## src/rtl/mux4x1_arb_pkg.sv

```systemverilog
// Shared types and helpers for the mux4x1 round-robin arbiter.
// State encoding is fixed so that GRANT doubles as the registered valid flag.
package mux4x1_arb_pkg;

   localparam int NREQ = 4;

   typedef enum logic {
      IDLE  = 1'b0,
      GRANT = 1'b1
   } arb_state_e;

   function automatic logic [NREQ-1:0] idx2onehot(input logic [1:0] idx);
      idx2onehot = 4'b0001 << idx;
   endfunction

endpackage

```

## src/rtl/mux4x1_rr_arbiter_rr_pick4.sv

```systemverilog
// Combinational round-robin picker: first set request bit searching
// start, start+1, start+2, start+3 (mod 4).
module rr_pick4
   import mux4x1_arb_pkg::*;
(
   input  logic [3:0] req,
   input  logic [1:0] start,
   output logic       found,
   output logic [1:0] idx
);

   logic [1:0] cand;

   // Walk the offsets from farthest to nearest so the nearest hit wins.
   always_comb begin
      found = 1'b0;
      idx   = start;
      cand  = start;
      for (int off = NREQ - 1; off >= 0; off--) begin
         cand = start + 2'(off);
         if (req[cand]) begin
            found = 1'b1;
            idx   = cand;
         end
      end
   end

endmodule

```

## src/rtl/mux4x1_rr_arbiter.sv

```systemverilog
// Round-robin arbiter sharing one mux4x1 datapath among four requesters.
// Define MUX4X1_ARB_LOCK_EN to add a lock input that pins the current owner.
module mux4x1_rr_arbiter
   import mux4x1_arb_pkg::*;
#(
   parameter int MAX_HOLD = 4
) (
   input  logic       clk,
   input  logic       rst_n,
`ifdef MUX4X1_ARB_LOCK_EN
   input  logic       lock,
`endif
   input  logic [3:0] req,
   output logic [3:0] gnt,
   output logic       s1,
   output logic       s0,
   output logic       valid
);

   localparam int CNT_W = $clog2(MAX_HOLD + 1);
   localparam logic [CNT_W-1:0] HOLD_MAX = CNT_W'(MAX_HOLD);
   localparam logic [CNT_W-1:0] HOLD_ONE = CNT_W'(1);

   arb_state_e       state_q, state_nxt;
   logic [1:0]       owner_q, owner_nxt;
   logic [1:0]       ptr_q, ptr_nxt;
   logic [CNT_W-1:0] cnt_q, cnt_nxt;
   logic [3:0]       gnt_q, gnt_nxt;
   logic [1:0]       owner_inc, pick_start, pick_idx;
   logic             pick_found, others_req, lock_hold;

`ifdef MUX4X1_ARB_LOCK_EN
   assign lock_hold = lock;
`else
   assign lock_hold = 1'b0;
`endif

   // In GRANT the owner is searched last, so a hit is always someone else first.
   assign owner_inc  = owner_q + 2'd1;
   assign pick_start = (state_q == GRANT) ? owner_inc : ptr_q;
   assign others_req = |(req & ~idx2onehot(owner_q));

   rr_pick4 u_pick (
      .req   (req),
      .start (pick_start),
      .found (pick_found),
      .idx   (pick_idx)
   );

   always_ff @(posedge clk) begin
      if (!rst_n) begin
         state_q <= IDLE;
         owner_q <= '0;
         ptr_q   <= '0;
         cnt_q   <= '0;
         gnt_q   <= '0;
      end else begin
         state_q <= state_nxt;
         owner_q <= owner_nxt;
         ptr_q   <= ptr_nxt;
         cnt_q   <= cnt_nxt;
         gnt_q   <= gnt_nxt;
      end
   end

   always_comb begin
      state_nxt = state_q;
      owner_nxt = owner_q;
      ptr_nxt   = ptr_q;
      cnt_nxt   = cnt_q;
      case (state_q)
         IDLE: begin
            if (pick_found) begin
               state_nxt = GRANT;
               owner_nxt = pick_idx;
               cnt_nxt   = HOLD_ONE;
            end
         end
         GRANT: begin
            if (!req[owner_q]) begin
               ptr_nxt = owner_inc;
               if (pick_found) begin
                  owner_nxt = pick_idx;
                  cnt_nxt   = HOLD_ONE;
               end else begin
                  state_nxt = IDLE;
               end
            end else if (lock_hold) begin
               if (cnt_q < HOLD_MAX) cnt_nxt = cnt_q + HOLD_ONE;
            end else if (cnt_q < HOLD_MAX) begin
               cnt_nxt = cnt_q + HOLD_ONE;
            end else if (others_req) begin
               owner_nxt = pick_idx;
               ptr_nxt   = owner_inc;
               cnt_nxt   = HOLD_ONE;
            end else begin
               // Sole requester at the limit keeps the bus; tenure restarts.
               cnt_nxt = HOLD_ONE;
            end
         end
         default: state_nxt = IDLE;
      endcase
      gnt_nxt = (state_nxt == GRANT) ? idx2onehot(owner_nxt) : 4'b0000;
   end

   always_comb begin
      gnt   = gnt_q;
      valid = (state_q == GRANT);
      s1    = owner_q[1];
      s0    = owner_q[0];
   end

endmodule

```

## config.mk

```make
export PLATFORM = sky130hd
export DESIGN_NAME = mux4x1_rr_arbiter
export DESIGN_NICKNAME = d
export VERILOG_FILES = /design/src/rtl/mux4x1_arb_pkg.sv /design/src/rtl/mux4x1_rr_arbiter_rr_pick4.sv /design/src/rtl/mux4x1_rr_arbiter.sv
export SDC_FILE = /design/constraint.sdc
export NUM_CORES = 1
export LEC_CHECK = 0
export ABC_AREA = 0
export CORE_MARGIN = 4
export CORE_UTILIZATION = 53
export CTS_CLUSTER_SIZE = 10
export DETAILED_ROUTE_END_ITERATION = 8
export GPL_TIMING_DRIVEN = 0
export MAX_ROUTING_LAYER = met4
export PLACE_DENSITY = 0.77
export SYNTH_ARGS = -nofsm -noshare
export SYNTH_HDL_FRONTEND = slang
export SYNTH_SLANG_ARGS = --single-unit
export TNS_END_PERCENT = 1
```

## constraint.sdc

```tcl
create_clock -name clk -period 6.1 [get_ports clk]
set_clock_uncertainty 0.2 [all_clocks]
set_input_delay 1.22 -clock clk [delete_from_list [all_inputs] [get_ports clk]]
set_output_delay 1.22 -clock clk [all_outputs]
set_load 0.005 [all_outputs]
```

==> results of run 1 <==
==> cell usage after synthesis (2+ instances only) <==
library cell / n / area, µm²
a22oi_1: 2 / 15.0
a31oi_1: 3 / 18.8
dfxtp_1: 12 / 240
ha_1: 5 / 62.6
inv_1: 4 / 15.0
mux2i_1: 4 / 40.0
nand2_1: 4 / 15.0
nand2b_1: 3 / 18.8
nor2_1: 4 / 15.0
nor2b_1: 9 / 56.3
nor4_1: 3 / 18.8
o21ai_0: 3 / 15.0
==> through the flow <==
step / std cells / hold WS, ns / worst slack (ns) / cell area [µm²] / utilization
2_1_floorplan: 78 / 0.285 / 3.33 / 728 / -
3_3_place_gp: 105 / 0.305 / 2.64 / 867 / 0.666
3_5_place_dp: 105 / 0.327 / 2.59 / 867 / 0.666
4_1_cts: 109 / 0.343 / 2.90 / 903 / 0.694
5_1_grt: 109 / 0.381 / 2.79 / 903 / 0.694
6_report: 109 / 0.335 / 2.88 / 903 / 0.694
==> final cells by class <==
| class | instances | area (µm²) | share of cell area |
|---|---|---|---|
| repair buffers | 12 | 120 | 0.133 |
| flip-flops and latches | 12 | 240 | 0.266 |
| inverters | 4 | 15.0 | 0.0166 |
| clock buffers | 4 | 36.3 | 0.0402 |
| multi-input cells | 62 | 473 | 0.524 |
| well taps | 15 | 18.8 | 0.0208 |
==> worst max-delay path, cell delays in order <==
cell and delay, ns:
clkdlybuf4s50_1 0.54, nor2b_1 0.20, o41a_1 0.47, nor2_2 0.24, mux2i_1 0.30, and4b_1 0.22
==> metal layers <==
metal / up-vias / routed length (µm) / track usage
li1: 325 / - / -
met1: 288 / 645 / 0.180
met2: 15 / 696 / 0.271
met3: 2 / 80 / 0.0717
met4: 0 / 21 / 0.0585
met5: - / 0 / -
==> registers in the layout, indices dropped and copies added, names as in the netlist <==
signal,count
gnt,4
valid,1
ptr_q,2
owner_q,2
cnt_q,3
==> cell families after synthesis <==
family | synth area share
muxes | 0.0859
DFF | 0.330
AOI/OAI and AO/OA | 0.206
buffers and inverters | 0.0206
adders and majority gates | 0.0859
and+or+nand+nor | 0.271
==> worst paths after layout <==
kind                            startpoint  endpoint  slack [ns]  cells past startpoint
worst max-delay path                req[0]    gnt[2]        2.88                      6
worst min-delay path              ptr_q[1]  ptr_q[1]        0.34                      2
worst max register to register  owner_q[0]    gnt[0]        3.45                      7
worst min register to register    ptr_q[1]  ptr_q[1]        0.34                      2
==> cell usage in the layout, fill, tap and decap left out <==
cell type / synthesis / layout
inv_1: 4 / 4
or4_4: 1 / 1
nand2_1: 4 / 4
and3_1: 1 / 1
dfxtp_1: 12 / 12
nor4_1: 3 / 3
nand2_2: 1 / 1
clkdlybuf4s50_1: 0 / 12
clkbuf_8: 0 / 1
and4_1: 1 / 1
mux2i_1: 4 / 4
nor3b_1: 1 / 1
and4b_1: 1 / 1
a21boi_1: 1 / 1
nor2_2: 1 / 1
o211ai_1: 1 / 1
a21boi_0: 1 / 1
a2111oi_0: 1 / 1
a31oi_1: 3 / 3
or3_1: 1 / 1
nor2b_1: 9 / 9
o21ai_0: 3 / 3
a21o_1: 1 / 1
mux4_2: 1 / 1
nor2_1: 4 / 4
o2bb2a_4: 1 / 1
o211a_1: 1 / 1
o41a_1: 1 / 1
o32ai_1: 1 / 1
nand2b_1: 3 / 3
clkbuf_4: 0 / 3
a22oi_1: 2 / 2
nor3_1: 1 / 1
a211oi_1: 1 / 1
ha_1: 5 / 5
and2_1: 1 / 1
o21ai_1: 1 / 1
==> report_power, final <==
part	switching [µW]	internal, µW
sequential	8.54	87.1
clock	24.5	36.3
combinational	31.7	38.0
total	64.7	161
==> results.yml, run 1 <==
critical_path:
  end_kind: "flip-flop"
  crit_fanout: 9
  worst_setup_path_start_kind: "primary input"
  critPathArrivalTime_ns: 3.19
  cp.required_ns: 6.07
  path_class: "in2reg"
cts:
  clkSlewWorstSetupHoldPaths_ns: 0.07
  postCtsHoldBufs: 0
  clkSinkCount: 12
  post-cts-setup-buffers: 0
  root_buffer: "clkbuf_4"
  cts_resized: 0
  h-tree-depth: 1
  cts_tree: "yes"
  clock_latency_ns: 0.27
  numCtsBuffers: 3
  clockBufferDepth: 2
global_route:
  grt_max_degree: 10
  overflow: 0
  grt_pass1_vias: 580
  grt_pass1_wl_mm: 2.35
  track_usage: 0.167
  antenna_found_initial: 0
final_layout:
  nets: 106
  diodes: 0
  drive_gt1_frac: 0.0957
  area_growth_pct: 24.1
  fillerInstances: 125
synthesis:
  syn-num-nets: 89
  synth_area_um2: 728
  netlist-cell-type-count: 34
  netlist_instances: 78
  ys_seq_elements: 12
  seq_area_frac_synth: 0.330
  synth_edf_count: 0
  async_flop_share: 0
  avgSynthCellArea_um2: 9.34
  synthFlopType: "dfxtp_1"
  synth_warnings: 0
route:
  drt-total-wl_mm: 1.44
  drtAntennaViolNets: 0
  dr.pass1.iters: 4
  route.detailed.drc: 0
  vias: 630
  drt_first_iter_violations: 15
  vias_per_cell: 5.78
  routedWlPerCell_um: 13.2
floorplanning:
  fp.dieW_um: 45.1
  io_pins: 13
  die_area_um2: 2030
  fp-row-count: 13
  die_height_um: 45.1
  core-area_um2: 1300
  initial_core_util: 0.560
pwr:
  total_power_uw: 226
  power.density_nw_per_um2: 250
  p_leak_uw: 0.000360
  vdd_drop_max_mv: 0.225
place:
  place_congestion: 0.828
  dp_hpwl_mm: 1.17
  io_buffer_count: 12
timing:
  finalHoldViolations: 0
  fin_crit_ns: 3.22
  worst_pin_slew_ns: 0.776
  finalCritPeriodShare: 0.527
  slew_violations: 0
  tns_ns: 0
  relSlewSlack: 0.478
  fmax_mhz: 311
  setup_viol: 0
  rsz0062_at_grt: "no"
worst_hold_path:
  hold_class: "reg2reg"
job:
  maxCapViolCount: 0
run_status:
  status: "finished clean"
No activity file was read; power rests on OpenSTA's default activity.
==> run 2: changes to the inputs <==
--- a/config.mk
+++ b/config.mk
@@ -7,12 +7,12 @@
 export LEC_CHECK = 0
 export ABC_AREA = 0
 export CORE_MARGIN = 4
-export CORE_UTILIZATION = 53
+export CORE_UTILIZATION = 45
 export CTS_CLUSTER_SIZE = 10
 export DETAILED_ROUTE_END_ITERATION = 8
 export GPL_TIMING_DRIVEN = 0
 export MAX_ROUTING_LAYER = met4
-export PLACE_DENSITY = 0.77
+export PLACE_DENSITY = 0.7
 export SYNTH_ARGS = -nofsm -noshare
 export SYNTH_HDL_FRONTEND = slang
 export SYNTH_SLANG_ARGS = --single-unit
==> constraint.sdc (replaced) <==
create_clock -name clk -period 2.91 [get_ports clk]
set_clock_uncertainty 0.2 [all_clocks]
set_input_delay 0.582 -clock clk [delete_from_list [all_inputs] [get_ports clk]]
set_output_delay 0.582 -clock clk [all_outputs]
set_load 0.005 [all_outputs]
==> run 2 against run 1 <==
  * Final cell count stayed put
  * Sequential power is 110% higher
  * First-iteration DRC count unchanged
  * Clock power increased by 62%
  * Die area grew 15%
  * Sequential cell count unchanged
  * Critical path depth rose by 1
  * Worst setup slack worse by 2.6 ns
  * Cell area down 0.97%
  * Wire length rose by 0.97%
  * Register-to-register slack got worse by 3.2 ns
  * Largest cell class unchanged
==> results.yml, run 2 (same netlist as run 1, synthesis figures left out) <==
cts:
  h-tree-depth: 1
  postCtsHoldBufs: 0
  root_buffer: "clkbuf_4"
  clockBufferDepth: 2
  clkSlewWorstSetupHoldPaths_ns: 0.07
  cts_tree: "yes"
  clkSinkCount: 12
  cts_resized: 0
  post-cts-setup-buffers: 0
  clock_latency_ns: 0.27
  numCtsBuffers: 3
place:
  io_buffer_count: 12
  place_congestion: 0.799
  dp_hpwl_mm: 1.15
  dp_slack_ns: 0.0778
floorplanning:
  fp-row-count: 14
  io_pins: 13
  core-area_um2: 1520
  fp.dieW_um: 48.2
  die_area_um2: 2330
  initial_core_util: 0.478
  die_height_um: 48.2
pwr:
  vdd_drop_max_mv: 0.262
  power.density_nw_per_um2: 500
  total_power_uw: 447
  p_leak_uw: 0.000350
route:
  drt_first_iter_violations: 15
  dr.pass1.iters: 4
  routedWlPerCell_um: 13.4
  route.detailed.drc: 0
  drtAntennaViolNets: 0
  vias: 650
  vias_per_cell: 5.96
  drt-total-wl_mm: 1.46
final_layout:
  drive_gt1_frac: 0.0968
  nets: 106
  largest_reg_flops: 4
  mostFrequentLayoutCells: "dfxtp_1, clkdlybuf4s50_1, nor2b_1"
  area_growth_pct: 22.9
  fin_util: 0.587
  diodes: 0
timing:
  rsz0062_at_grt: "no"
  setup_viol: 0
  slew_violations: 0
  fin_crit_ns: 2.62
  setup_ws_ns: 0.293
  tns_ns: 0
  finalHoldViolations: 0
  relSlewSlack: 0.530
  worst_pin_slew_ns: 0.699
  fmax_mhz: 382
  finalCritPeriodShare: 0.899
critical_path:
  critPathArrivalTime_ns: 2.58
  cp.required_ns: 2.87
  end_kind: "flip-flop"
  worst_setup_path_start_kind: "flip-flop"
  crit_fanout: 9
  path_class: "reg2reg"
global_route:
  grt_pass1_vias: 567
  grt_pass1_wl_mm: 2.47
  grt_max_degree: 10
  antenna_found_initial: 0
  overflow: 0
  track_usage: 0.159
worst_hold_path:
  hold_class: "reg2reg"
run_status:
  status: "finished clean"
job:
  maxCapViolCount: 0
[run 2: changes by cell type in the layout (fill, tap and decap cells not counted), sizes merged]
cell	delta
clkbuf	-1
[run 2: path summary, 6_finish.rpt]
path	startpoint	endpoint	slack (ns)	cells after the start
hold / removal	cnt_q[0]	cnt_q[0]	0.34	1
hold reg to reg	cnt_q[0]	cnt_q[0]	0.34	1
setup / recovery	owner_q[0]	gnt[0]	0.29	7
setup reg to reg	owner_q[0]	gnt[0]	0.29	7
[run 2: report_power, final]
group,internal (µW),switching [µW]
Clock,47.8,50.3
Combinational,81.1,66.7
Sequential,183,18.4
[run 2: stage by stage]
stage,cell area [µm²],instances,hold WS [ns]
finish,895,109,0.338
global route,895,109,0.365
CTS,891,109,0.327
detailed placement,868,106,0.307
global placement,868,106,0.300
floorplan,728,78,0.285
[run 2: per-layer routing]
layer,wire length [µm],up-vias,GRT usage
met4,10,0,0.0484
met5,0,-,-
li1,-,327,-
met1,640,303,0.192
met2,716,18,0.247
met3,90,2,0.0554
[run 2: worst max-delay path, stage by stage (launching register included)]
cell     delay [ns]
dfxtp_1        0.51
inv_1          0.13
ha_1           0.32
mux2i_2        0.31
nor3b_1        0.09
o32ai_1        0.51
mux2i_1        0.19
and4_1         0.24
[run 2: cell type report]
class / count / area (µm²)
flip-flops and latches: 12 / 240
repair buffers: 12 / 120
multi-input cells: 62 / 477
fillers: 133 / 629
well taps: 16 / 20.0
clock buffers: 3 / 22.5
inverters: 4 / 15.0
